<file path="config.mk">
export PLATFORM = sky130hd
export DESIGN_NAME = uart_rx_sampler_flat
export DESIGN_NICKNAME = d
export VERILOG_FILES = /design/src/rtl/uart_rx_sampler_if.sv /design/src/rtl/uart_rx_sampler.sv /design/src/flat_wrapper.sv
export SDC_FILE = /design/constraint.sdc
export NUM_CORES = 1
export LEC_CHECK = 0
export BUFFER_PORTS_ARGS = -buffer_cell sky130_fd_sc_hd__buf_4
export CAP_MARGIN = 30
export CORE_MARGIN = 3
export CORE_UTILIZATION = 52
export DETAILED_ROUTE_END_ITERATION = 8
export PLACE_DENSITY = 0.8
export SLEW_MARGIN = 25
export SYNTH_ARGS = -nofsm -noshare
export SYNTH_HDL_FRONTEND = slang
export SYNTH_SLANG_ARGS = --single-unit
</file>
<file path="constraint.sdc">
create_clock -name physical_clock -period 2.1 [get_ports physical_clock]
set_input_delay 0.21 -clock physical_clock [delete_from_list [all_inputs] [get_ports physical_clock]]
set_output_delay 0.21 -clock physical_clock [all_outputs]
set_load 0.005 [all_outputs]
</file>
<file path="src/rtl/uart_rx_sampler_if.sv">
// Receive-side handshake between uart_rx_sampler and the consuming core.
// The master side (the sampler) drives the held word and its status flags.
// The slave side (the core) returns the one-cycle rx_ack pulse.
interface uart_rx_sampler_if #(
    parameter int DATA_BITS = 8
);
    logic [DATA_BITS-1:0] rx_data;
    logic                 rx_valid;
    logic                 rx_ack;
    logic                 frame_error;
    logic                 parity_error;
    logic                 overrun;

    modport master (
        output rx_data,
        output rx_valid,
        output frame_error,
        output parity_error,
        output overrun,
        input  rx_ack
    );

    modport slave (
        input  rx_data,
        input  rx_valid,
        input  frame_error,
        input  parity_error,
        input  overrun,
        output rx_ack
    );
endinterface

</file>
<file path="src/rtl/uart_rx_sampler.sv">
// uart_rx_sampler: oversampled 8N1 (optionally 8E1) UART receiver front end.
// The sampling_clock level from the clock generator is edge-detected into
// one-cycle ticks. A small FSM centre-samples each bit, and completed frames
// land in a one-entry holding register with a valid/ack handshake.
// Optional feature macro: UART_RX_PARITY_EN adds an even-parity bit
// (11-bit frame). When it is undefined, parity_error is tied low.
module uart_rx_sampler #(
    parameter int OVERSAMPLE = 10,
    parameter int DATA_BITS  = 8
) (
    input  logic              physical_clock,
    input  logic              reset,
    input  logic              sampling_clock,
    input  logic              rx,
    output logic              busy,
    uart_rx_sampler_if.master rx_bus
);

    localparam int TICK_W = (OVERSAMPLE > 1) ? $clog2(OVERSAMPLE) : 1;
    localparam int BIT_W  = (DATA_BITS > 1) ? $clog2(DATA_BITS) : 1;

    localparam logic [TICK_W-1:0] MID_TICK  = TICK_W'(OVERSAMPLE / 2 - 1);
    localparam logic [TICK_W-1:0] LAST_TICK = TICK_W'(OVERSAMPLE - 1);
    localparam logic [BIT_W-1:0]  LAST_BIT  = BIT_W'(DATA_BITS - 1);

    typedef enum logic [2:0] {
        S_IDLE   = 3'd0,
        S_START  = 3'd1,
        S_DATA   = 3'd2,
        S_PARITY = 3'd3,
        S_STOP   = 3'd4
    } state_t;

    // ------------------------------------------------------------------
    // Declarations
    // ------------------------------------------------------------------
    logic                 rx_meta_reg;
    logic                 rx_s_reg;
    logic                 sc_q_reg;
    logic                 tick_reg;

    state_t               state_reg;
    state_t               state_next;
    logic                 busy_reg;

    logic [TICK_W-1:0]    tick_cnt_reg;
    logic [BIT_W-1:0]     bit_cnt_reg;
    logic [DATA_BITS-1:0] shift_reg;
    logic [DATA_BITS-1:0] shift_next;

    logic                 mid_hit;
    logic                 last_hit;
    logic                 bit_last;

    // Strobes from the output decoder to the datapath
    logic                 cnt_clear;
    logic                 cnt_inc;
    logic                 bit_clear;
    logic                 bit_inc;
    logic                 shift_en;
    logic                 commit_en;

    logic [DATA_BITS-1:0] data_reg;
    logic                 valid_reg;
    logic                 frame_err_reg;
    logic                 overrun_reg;
    logic                 ack_hit;

`ifdef UART_RX_PARITY_EN
    logic                 par_cap;
    logic                 parity_bit_reg;
    logic                 parity_err_reg;
`endif

    assign mid_hit  = (tick_cnt_reg == MID_TICK);
    assign last_hit = (tick_cnt_reg == LAST_TICK);
    assign bit_last = (bit_cnt_reg == LAST_BIT);

    // An ack only means something while a word is actually held
    assign ack_hit  = rx_bus.rx_ack & valid_reg;

    // ------------------------------------------------------------------
    // Input conditioning
    // ------------------------------------------------------------------

    // Two-flop synchronizer for the asynchronous line; idles high out of reset
    always_ff @(posedge physical_clock or posedge reset) begin
        if (reset) begin
            rx_meta_reg <= 1'b1;
            rx_s_reg    <= 1'b1;
        end else begin
            rx_meta_reg <= rx;
            rx_s_reg    <= rx_meta_reg;
        end
    end

    // Rising-edge detect on sampling_clock, registered so the tick is one cycle wide
    always_ff @(posedge physical_clock or posedge reset) begin
        if (reset) begin
            sc_q_reg <= 1'b0;
            tick_reg <= 1'b0;
        end else begin
            sc_q_reg <= sampling_clock;
            tick_reg <= sampling_clock & ~sc_q_reg;
        end
    end

    // ------------------------------------------------------------------
    // Receive FSM
    // ------------------------------------------------------------------

    // State register; busy is registered from the next state so it tracks the FSM
    always_ff @(posedge physical_clock or posedge reset) begin
        if (reset) begin
            state_reg <= S_IDLE;
            busy_reg  <= 1'b0;
        end else begin
            state_reg <= state_next;
            busy_reg  <= (state_next != S_IDLE);
        end
    end

    // Next-state decode; nothing moves between ticks, so a stalled time base freezes the FSM
    always_comb begin
        state_next = state_reg;
        if (tick_reg) begin
            case (state_reg)
                S_IDLE: begin
                    if (!rx_s_reg) begin
                        state_next = S_START;
                    end
                end
                S_START: begin
                    // Mid-start-bit recheck filters out short glitches
                    if (mid_hit) begin
                        state_next = rx_s_reg ? S_IDLE : S_DATA;
                    end
                end
                S_DATA: begin
                    if (last_hit && bit_last) begin
`ifdef UART_RX_PARITY_EN
                        state_next = S_PARITY;
`else
                        state_next = S_STOP;
`endif
                    end
                end
`ifdef UART_RX_PARITY_EN
                S_PARITY: begin
                    if (last_hit) begin
                        state_next = S_STOP;
                    end
                end
`endif
                S_STOP: begin
                    if (last_hit) begin
                        state_next = S_IDLE;
                    end
                end
                default: state_next = S_IDLE;
            endcase
        end
    end

    // Output decode: per-tick strobes for the counters, shifter and holding register
    always_comb begin
        cnt_clear = 1'b0;
        cnt_inc   = 1'b0;
        bit_clear = 1'b0;
        bit_inc   = 1'b0;
        shift_en  = 1'b0;
        commit_en = 1'b0;
`ifdef UART_RX_PARITY_EN
        par_cap   = 1'b0;
`endif
        if (tick_reg) begin
            case (state_reg)
                S_IDLE: begin
                    cnt_clear = 1'b1;
                end
                S_START: begin
                    if (mid_hit) begin
                        cnt_clear = 1'b1;
                        bit_clear = 1'b1;
                    end else begin
                        cnt_inc = 1'b1;
                    end
                end
                S_DATA: begin
                    if (last_hit) begin
                        cnt_clear = 1'b1;
                        shift_en  = 1'b1;
                        bit_clear = bit_last;
                        bit_inc   = ~bit_last;
                    end else begin
                        cnt_inc = 1'b1;
                    end
                end
`ifdef UART_RX_PARITY_EN
                S_PARITY: begin
                    if (last_hit) begin
                        cnt_clear = 1'b1;
                        par_cap   = 1'b1;
                    end else begin
                        cnt_inc = 1'b1;
                    end
                end
`endif
                S_STOP: begin
                    if (last_hit) begin
                        cnt_clear = 1'b1;
                        commit_en = 1'b1;
                    end else begin
                        cnt_inc = 1'b1;
                    end
                end
                default: begin
                    cnt_clear = 1'b1;
                end
            endcase
        end
    end

    // ------------------------------------------------------------------
    // Datapath
    // ------------------------------------------------------------------

    // Tick counter within the current bit; only moves on tick cycles
    always_ff @(posedge physical_clock or posedge reset) begin
        if (reset) begin
            tick_cnt_reg <= '0;
        end else if (cnt_clear) begin
            tick_cnt_reg <= '0;
        end else if (cnt_inc) begin
            tick_cnt_reg <= tick_cnt_reg + TICK_W'(1);
        end
    end

    // Data bit index within the frame
    always_ff @(posedge physical_clock or posedge reset) begin
        if (reset) begin
            bit_cnt_reg <= '0;
        end else if (bit_clear) begin
            bit_cnt_reg <= '0;
        end else if (bit_inc) begin
            bit_cnt_reg <= bit_cnt_reg + BIT_W'(1);
        end
    end

    // LSB-first reception: each new bit enters at the MSB and walks down
    genvar gi;
    generate
        for (gi = 0; gi < DATA_BITS - 1; gi++) begin : g_shift
            assign shift_next[gi] = shift_reg[gi + 1];
        end
    endgenerate
    assign shift_next[DATA_BITS-1] = rx_s_reg;

    // Shift register load on each data-bit centre sample
    always_ff @(posedge physical_clock or posedge reset) begin
        if (reset) begin
            shift_reg <= '0;
        end else if (shift_en) begin
            shift_reg <= shift_next;
        end
    end

`ifdef UART_RX_PARITY_EN
    // Capture the received parity bit at its centre sample
    always_ff @(posedge physical_clock or posedge reset) begin
        if (reset) begin
            parity_bit_reg <= 1'b0;
        end else if (par_cap) begin
            parity_bit_reg <= rx_s_reg;
        end
    end
`endif

    // Holding register: an ack in the commit cycle frees the slot before the new word loads
    always_ff @(posedge physical_clock or posedge reset) begin
        if (reset) begin
            data_reg       <= '0;
            valid_reg      <= 1'b0;
            frame_err_reg  <= 1'b0;
            overrun_reg    <= 1'b0;
`ifdef UART_RX_PARITY_EN
            parity_err_reg <= 1'b0;
`endif
        end else if (commit_en) begin
            if (!valid_reg || ack_hit) begin
                data_reg       <= shift_reg;
                valid_reg      <= 1'b1;
                frame_err_reg  <= ~rx_s_reg;
                overrun_reg    <= 1'b0;
`ifdef UART_RX_PARITY_EN
                // Even parity: data bits plus parity bit must XOR to zero
                parity_err_reg <= (^shift_reg) ^ parity_bit_reg;
`endif
            end else begin
                // Slot still full: drop the new word and flag the loss
                overrun_reg <= 1'b1;
            end
        end else if (ack_hit) begin
            valid_reg      <= 1'b0;
            frame_err_reg  <= 1'b0;
            overrun_reg    <= 1'b0;
`ifdef UART_RX_PARITY_EN
            parity_err_reg <= 1'b0;
`endif
        end
    end

    // ------------------------------------------------------------------
    // Outputs
    // ------------------------------------------------------------------
    assign busy               = busy_reg;
    assign rx_bus.rx_data     = data_reg;
    assign rx_bus.rx_valid    = valid_reg;
    assign rx_bus.frame_error = frame_err_reg;
    assign rx_bus.overrun     = overrun_reg;
`ifdef UART_RX_PARITY_EN
    assign rx_bus.parity_error = parity_err_reg;
`else
    assign rx_bus.parity_error = 1'b0;
`endif

endmodule
</file>
<file path="src/flat_wrapper.sv">
// flat-port wrapper written by rule: the top's interface ports become plain ports
module uart_rx_sampler_flat 
#(
    parameter int OVERSAMPLE = 10,
    parameter int DATA_BITS  = 8
)
  (physical_clock, reset, sampling_clock, rx, busy, rx_bus_rx_data, rx_bus_rx_valid, rx_bus_frame_error, rx_bus_parity_error, rx_bus_overrun, rx_bus_rx_ack);
  uart_rx_sampler_if #(.DATA_BITS(DATA_BITS)) rx_bus_i ();
  input  logic physical_clock;
  input  logic reset;
  input  logic sampling_clock;
  input  logic rx;
  output logic busy;
  output wire logic [$bits(rx_bus_i.rx_data)-1:0] rx_bus_rx_data;
  output wire logic [$bits(rx_bus_i.rx_valid)-1:0] rx_bus_rx_valid;
  output wire logic [$bits(rx_bus_i.frame_error)-1:0] rx_bus_frame_error;
  output wire logic [$bits(rx_bus_i.parity_error)-1:0] rx_bus_parity_error;
  output wire logic [$bits(rx_bus_i.overrun)-1:0] rx_bus_overrun;
  input wire logic [$bits(rx_bus_i.rx_ack)-1:0] rx_bus_rx_ack;
  assign rx_bus_rx_data = rx_bus_i.rx_data;
  assign rx_bus_rx_valid = rx_bus_i.rx_valid;
  assign rx_bus_frame_error = rx_bus_i.frame_error;
  assign rx_bus_parity_error = rx_bus_i.parity_error;
  assign rx_bus_overrun = rx_bus_i.overrun;
  assign rx_bus_i.rx_ack = rx_bus_rx_ack;
  uart_rx_sampler #(.OVERSAMPLE(OVERSAMPLE), .DATA_BITS(DATA_BITS)) u_core (.physical_clock(physical_clock), .reset(reset), .sampling_clock(sampling_clock), .rx(rx), .busy(busy), .rx_bus(rx_bus_i));
endmodule
</file>
==> results of run 1 <==
worst min-delay path: stages:
cell	delay (ns)
buf_4	0.07
nand2b_1	0.16
nand2_1	0.07
worst paths after layout:
path	from	endpoint	slack (ns)	depth (start not counted)
hold / removal	rx_bus_rx_ack	u_core.rx_bus.rx_valid	0.21	3
hold reg to reg	u_core.rx_meta_reg	u_core.rx_s_reg	0.36	0
max in group asynchronous	reset	u_core.rx_s_reg	1.23	4
setup / recovery	u_core.tick_cnt_reg[1]	u_core.rx_bus.rx_data[0]	0.22	6
setup reg to reg	u_core.tick_cnt_reg[1]	u_core.rx_bus.rx_data[0]	0.22	6
min in group asynchronous	reset	u_core.rx_bus.rx_data[1]	0.52	4
synth_stat cells (3+ instances only):
library cell / number / share of area
nand3_1: 4 / 0.012
mux2_1: 7 / 0.049
ha_1: 5 / 0.039
mux2_2: 9 / 0.063
nor2_1: 5 / 0.012
inv_1: 8 / 0.019
nand2_1: 4 / 0.0093
buf_4: 3 / 0.014
o21ai_0: 3 / 0.0093
dfrtp_1: 32 / 0.50
a21boi_0: 3 / 0.014
cells in the final DEF (no fill, tap or decap), drive strengths merged:
| cell type | n |
|---|---|
| a21boi | 3 |
| nand2b | 2 |
| nor2b | 2 |
| o311ai | 1 |
| xnor2 | 2 |
| o31ai | 1 |
| or3 | 1 |
| nand4 | 1 |
| a21oi | 1 |
| a21o | 2 |
| mux2i | 2 |
| nor3b | 1 |
| nand2 | 5 |
| o32a | 1 |
| a32o | 1 |
| nand4b | 2 |
| o21a | 1 |
| or3b | 3 |
| clkbuf | 7 |
| nor2 | 6 |
| inv | 8 |
| buf | 18 |
| or2b | 1 |
| ha | 5 |
| dfstp | 2 |
| conb | 1 |
| nor3 | 4 |
| and3b | 2 |
| o21ai | 4 |
| nand3 | 4 |
| mux2 | 16 |
| o22ai | 2 |
| dfrtp | 32 |
| o211a | 2 |
| dlygate4sd3 | 3 |
| bufinv | 1 |
kinds of logic after synthesis:
family          synth area share
other cells             0.002327
flops                     0.5295
fa+ha+maj                0.03882
compound gates           0.08928
buf+inv                  0.04969
xor+xnor                 0.01087
simple gates              0.1553
mux                       0.1242
metrics by stage:
step	hold slack, ns	utilization
CTS	0.1934	0.6452
global route	0.2103	0.6452
detailed placement	0.3209	0.6083
finish	0.2072	0.6452
floorplan	0.2145	-
global placement	0.3152	0.6083
power by group:
part / switching, uW / internal, uW
clock network: 211 / 252
registers: 105 / 726
logic: 177 / 179
per-layer routing:
layer | track usage | up-vias | share of wire
met2 | 0.3049 | 19 | 0.51
li1 | - | 488 | -
met4 | 0.08182 | 0 | 0.020
met5 | 0 | - | 0
met3 | 0.06918 | 6 | 0.042
met1 | 0.2076 | 523 | 0.43
cell type report:
| class | count | area share |
|---|---|---|
| Tap cell | 31 | 0.02107 |
| Clock inverter | 1 | 0.01632 |
| Inverter | 8 | 0.01632 |
| Timing Repair Buffer | 21 | 0.08973 |
| Clock buffer | 7 | 0.02447 |
| Multi-Input combinational cell | 79 | 0.3685 |
| Sequential cell | 34 | 0.4636 |
==> summary.txt, run 1 <==
Clocking
  – Post-CTS Setup Inserts: 0
  – Clk sink count: 34
  – TritonCTS clock tree: built
  – Total CTS buffers: 5
  – Clock latency on the worst-skew pair: 0.34 ns
  – Clk buf depth: 2
  – # resized after CTS: 0
  – Hold-fix buffers, CTS: 3
  – Htree depth: 2
  – CTS Root Cell: clkbuf_4
  – Clock Pin Slew Worst Setup and Hold Paths: 0.09 ns

Yosys
  – Sequential cell area fraction in the yosys report: 0.5295
  – Mapped Area: 1612 sq um
  – Post-synth EDFFs: 0
  – Main synth FF type: dfrtp_1
  – Asr flop ratio synth: 1.000
  – Synth warn: 0
  – Seq cells post-synth: 34
  – Post-Syn Area per Cell: 12.69 sq um
  – Synthesized instance count: 127
  – Synth unique cells: 43
  – Syn Nets: 137

Die
  – Top Ports: 18
  – Die X: 61.67 um
  – DIE AREA: 3803 sq um
  – Die H: 61.67 um
  – Row count: 19
  – Starting Density: 0.5649
  – CORE AREA: 2853 sq um

Layout
  – Finished Layout Cells: 181
  – Final #Nets: 159
  – Layout area overhead: 14.21%
  – Register area: 853.3 sq um
  – Multi-input gate area: 678.2 sq um
  – Layout cells sized above 1: 0.3000
  – Antenna diodes: 0
  – Design area: 1841 sq um
  – Fill cell count: 219

Global route
  – First-pass GRT wire length: 4864 um
  – Grt total ovfl: 0
  – Vias in the first global route: 1094
  – Global-route usage over all layers: 0.1827
  – Largest net degree at the start of global routing: 35
  – Initial antenna violation count: 0

Detailed routing
  – DRT Wirelength: 2757 um
  – Wire per inst: 15.23 um
  – Via-to-Cell Ratio: 5.724
  – Drt pass-1 iters: 4
  – Final ANT Viol Nets: 0
  – DR vias: 1036
  – Drt drc: 0
  – Starting DRT DRC Count: 18

Pwr
  – Leak: 0.0009388 uW
  – Pwr Density: 897.0 nW/um^2
  – Worst vdd ir: 0.6894 mV
  – Final Power: 1651 uW

Timing
  – Final min period: 1.882 ns
  – Setup Skew: 0.01195 ns
  – RSZ-0062 raised after global routing: no
  – Fin. Hold Viols: 0
  – Setup_tns: 0 ns
  – Max-slew violations: 0
  – Final setup fails: 0
  – Highest clock rate: 0.5314 GHz
  – Period utilisation layout: 0.8961
  – Final worst slack: 0.2183 ns

Critical path
  – Worst Path Required: 2.32 ns
  – Startpoint types: flip-flop
  – Worst EP arrival: 2.10 ns
  – Crit end category: flip-flop
  – Crit Path Class: reg -> reg
  – Top cell family by delay on the critical path: simple AND/OR/NAND/NOR gates
  – CP Cell Sequence: inv_1, ha_1, nand4b_4, nor3_4, nand2_2, mux2_1
  – Crit-path slowest cell: dfrtp_1
  – Crit-path max cell delay: 0.41 ns
  – Critical path buffers and inverters: 1
  – CP max FO: 8

Status
  – Status: complete, no violations

Min path
  – Hold/Removal Path Class: in -> reg

Place
  – Post-placement setup slack: 0.2240 ns
  – IO Port Bufs: 16
  – Post-DP Area: 1735 sq um
  – Cells after DPL: 170
  – Hpwl dp: 1950 um
  – Routability cong.: 0.7456

Run
  – Max Cap Violations: 0
Power figures use the tool's default switching activity.
==> run 2: changes to the inputs <==
--- a/config.mk
+++ b/config.mk
@@ -5,8 +5,9 @@
 export SDC_FILE = /design/constraint.sdc
 export NUM_CORES = 1
 export LEC_CHECK = 0
+export ABC_AREA = 1
 export BUFFER_PORTS_ARGS = -buffer_cell sky130_fd_sc_hd__buf_4
-export CAP_MARGIN = 30
+export CAP_MARGIN = 15
 export CORE_MARGIN = 3
 export CORE_UTILIZATION = 52
 export DETAILED_ROUTE_END_ITERATION = 8
==> run 2 against run 1 <==
Non-clock buffer count fell by 1. Clock power shrank 20%. Synthesized cell count is 32% higher. Setup slack gained 0.26 ns. Combinational power decreased by 41%. Fmax increased by 16%. Clock-buffer cell count stayed put. Largest cell class unchanged. Highest routed layer unchanged.
==> summary.txt, run 2 <==
Detailed routing
  – DRT Wirelength: 2536 um (-8.0%)
  – Starting DRT DRC Count: 42 (+24)
  – Drt drc: 0 (unchanged)
  – Wire per inst: 11.37 um (-25%)
  – Via-to-Cell Ratio: 5.031 (-12%)
  – Final ANT Viol Nets: 0 (unchanged)
  – DR vias: 1122 (+8.3%)
  – Drt pass-1 iters: 4 (unchanged)

Yosys
  – Asr flop ratio synth: 1.000 (unchanged)
  – Synthesized instance count: 168 (+32%)
  – Post-synth EDFFs: 0 (unchanged)
  – Share of the synthesized area in the top cell type: 0.5207 (+0.02385)
  – Syn Nets: 178 (+30%)
  – Seq cells post-synth: 34 (unchanged)
  – Largest area contributor in the netlist: dfrtp_1
  – Main synth FF type: dfrtp_1
  – Cell with the most instances after synthesis: nand2_1
  – Sequential cell area fraction in the yosys report: 0.5549 (+0.02542)
  – Synth unique cells: 23 (-47%)
  – Post-Syn Area per Cell: 9.153 sq um (-28%)
  – Mapped Area: 1538 sq um (-4.6%)
  – Synth warn: 0 (unchanged)
  – Most instantiated cells after synthesis: 46 x nand2_1, 32 x dfrtp_1, 25 x inv_1
  – Synth top area cells: dfrtp_1 52%, nand2_1 11%, inv_1 6.1%, o21ai_2 4.6%, ha_1 4.1%

Global route
  – Grt met2 use: 0.2454 (-0.05956)
  – First-pass GRT wire length: 4271 um (-12%)
  – Met1 Track Usage GR: 0.1984 (-0.009240)
  – Met3 Resource Use GR: 0.07660 (+0.007413)
  – Vias in the first global route: 1023 (-6.5%)
  – Largest net degree at the start of global routing: 35 (unchanged)
  – Grt total ovfl: 0 (unchanged)
  – Top Usage Layer GRT: met2
  – Global-route usage over all layers: 0.1633 (-0.01934)
  – Initial antenna violation count: 0 (unchanged)

Layout
  – Final Util: 0.6329 (-0.01225)
  – Antenna diodes: 0 (unchanged)
  – Commonest non-fill, non-tap cell in the layout: nand2_1
  – Register area: 853.3 sq um (unchanged)
  – Layout cells sized above 1: 0.2135 (-0.08646)
  – Multi-input gate area: 549.3 sq um (-19%)
  – Final #Nets: 201 (+26%)
  – Layout area overhead: 14.48%
  – Fill cell count: 240 (+9.6%)
  – Leading cell types in the layout, fill and taps excluded: 46 x nand2_1, 32 x dfrtp_1, 25 x inv_1, 17 x buf_4, 11 x o21ai_0
  – Design area: 1760 sq um (-4.4%)

Critical path
  – Worst Path Required: 2.32 ns (about the same)
  – R2R depth: 9 (+3)
  – CP max FO: 17 (+9)
  – RR Startpoint: u_core.tick_cnt_reg[1]
  – Crit Path Class: reg -> reg
  – Setup slack, reg-to-reg: 0.48 ns (+0.26 ns)
  – RR Endpoint: u_core.rx_bus.frame_error
  – Worst EP arrival: 1.84 ns (-0.26 ns)
  – Critical path origin: u_core.tick_cnt_reg[1]
  – Startpoint types: flip-flop
  – Crit end category: flip-flop

Clocking
  – Htree depth: 2 (unchanged)
  – Clock Pin Slew Worst Setup and Hold Paths: 0.10 ns (about the same)
  – Clk buf depth: 2 (unchanged)
  – Clock latency on the worst-skew pair: 0.33 ns (about the same)
  – CTS Root Cell: clkbuf_4
  – Total CTS buffers: 5 (unchanged)
  – Clk sink count: 34 (unchanged)
  – # resized after CTS: 0 (unchanged)
  – TritonCTS clock tree: built

Place
  – Routability cong.: 0.7472 (+0.21%)
  – IO Port Bufs: 16 (unchanged)
  – Post-placement setup slack: 0.5094 ns (+0.2854 ns)
  – Hpwl dp: 1816 um (-6.9%)
  – Post-DP Area: 1670 sq um (-3.7%)

Run
  – Max Cap Violations: 0 (unchanged)

Timing
  – Final worst slack: 0.4831 ns (+0.2649 ns)
  – Setup_tns: 0 ns (unchanged)
  – Period utilisation layout: 0.7699 (-0.1261)
  – Highest clock rate: 0.6185 GHz (+16%)
  – Final setup fails: 0 (unchanged)
  – Max-slew violations: 0 (unchanged)
  – Final min period: 1.617 ns (-0.2649 ns)
  – RSZ-0062 raised after global routing: no
  – Fin. Hold Viols: 0 (unchanged)
  – Setup Skew: 0.008227 ns (-0.003718 ns)

Min path
  – Hold/Removal Path Class: in -> reg
  – Endpoint, Worst Hold: u_core.rx_bus.rx_valid
  – Hold Path Cell Cnt: 4 (+1)
  – Hold Startpoint: rx_bus_rx_ack

Die
  – Top Ports: 18 (unchanged)
  – CORE AREA: 2781 sq um (-2.5%)
  – Row count: 19 (unchanged)
  – Die H: 60.38 um (-2.1%)
  – Starting Density: 0.5529 (-0.01206)
  – DIE AREA: 3646 sq um (-4.1%)
  – Die X: 60.38 um (-2.1%)

Pwr
  – Pwr Density: 757.1 nW/um^2 (-16%)
  – Worst vdd ir: 0.5339 mV (-23%)
  – Final Power: 1333 uW (-19%)
  – Leak: 0.0009162 uW (-2.4%)

Status
  – Status: complete, no violations
## run 2: routing by layer
layer	share of wire	wire length (um)
met5	0	0
met4	0.021	54
met3	0.048	121
met2	0.48	1215
met1	0.45	1144
## run 2: worst max path at each step
stage | to | slack [ns] | cells after the start
finish | u_core.rx_bus.frame_error | 0.48 | 9
detailed placement | u_core.rx_bus.frame_error | 0.51 | 9
CTS | u_core.rx_bus.frame_error | 0.48 | 9
global route | u_core.shift_reg[2] | 0.30 | 7
floorplan | u_core.rx_bus.rx_data[1] | 0.64 | 10
global placement | u_core.rx_bus.frame_error | 0.54 | 9
## run 2: kinds of logic after synthesis
kind of cell | Yosys count | synth area share
buf+inv | 31 | 0.08788
other cells | 1 | 0.002439
fa+ha+maj | 5 | 0.04068
compound gates | 23 | 0.09439
flops | 34 | 0.5549
simple gates | 72 | 0.2083
xor+xnor | 2 | 0.01139
## run 2: layout make-up
type,count,share of cell area
clock buffers,7,0.03127
multi-input cells,103,0.3120
inverters,27,0.05757
well taps,31,0.02203
clock inverters,1,0.002843
repair buffers,20,0.08955
flip-flops and latches,34,0.4847
## run 2: repair_timing
item | 4_1_cts | 5_1_grt
hold buffers | 3 | 0
hold endpoints to repair | 34 | 0
buffers inserted | 0 | 0
## run 2: power breakdown
| group | switching, uW | total, uW | internal [uW] |
|---|---|---|---|
| combinational | 122 | 211 | 88.4 |
| clock | 207 | 369 | 162 |
| sequential | 44.3 | 753 | 709 |
| total | 374 | 1330 | 959 |
## run 2: critical path, stage by stage, from the launching register on
cell,delay (ns)
dfrtp_1,0.41
inv_1,0.10
ha_1,0.20
nand3_2,0.13
nor2_4,0.13
nand2_2,0.10
nor2_4,0.10
inv_2,0.15
nand3_1,0.13
o21ai_2,0.06
## run 2: per-stage QoR
step / hold WS [ns] / std cells
after detailed placement: 0.3213 / 212
after global routing: 0.1477 / 223
after global placement: 0.3188 / 212
after CTS: 0.1631 / 223
after floorplan: 0.2145 / 168
final: 0.1718 / 223
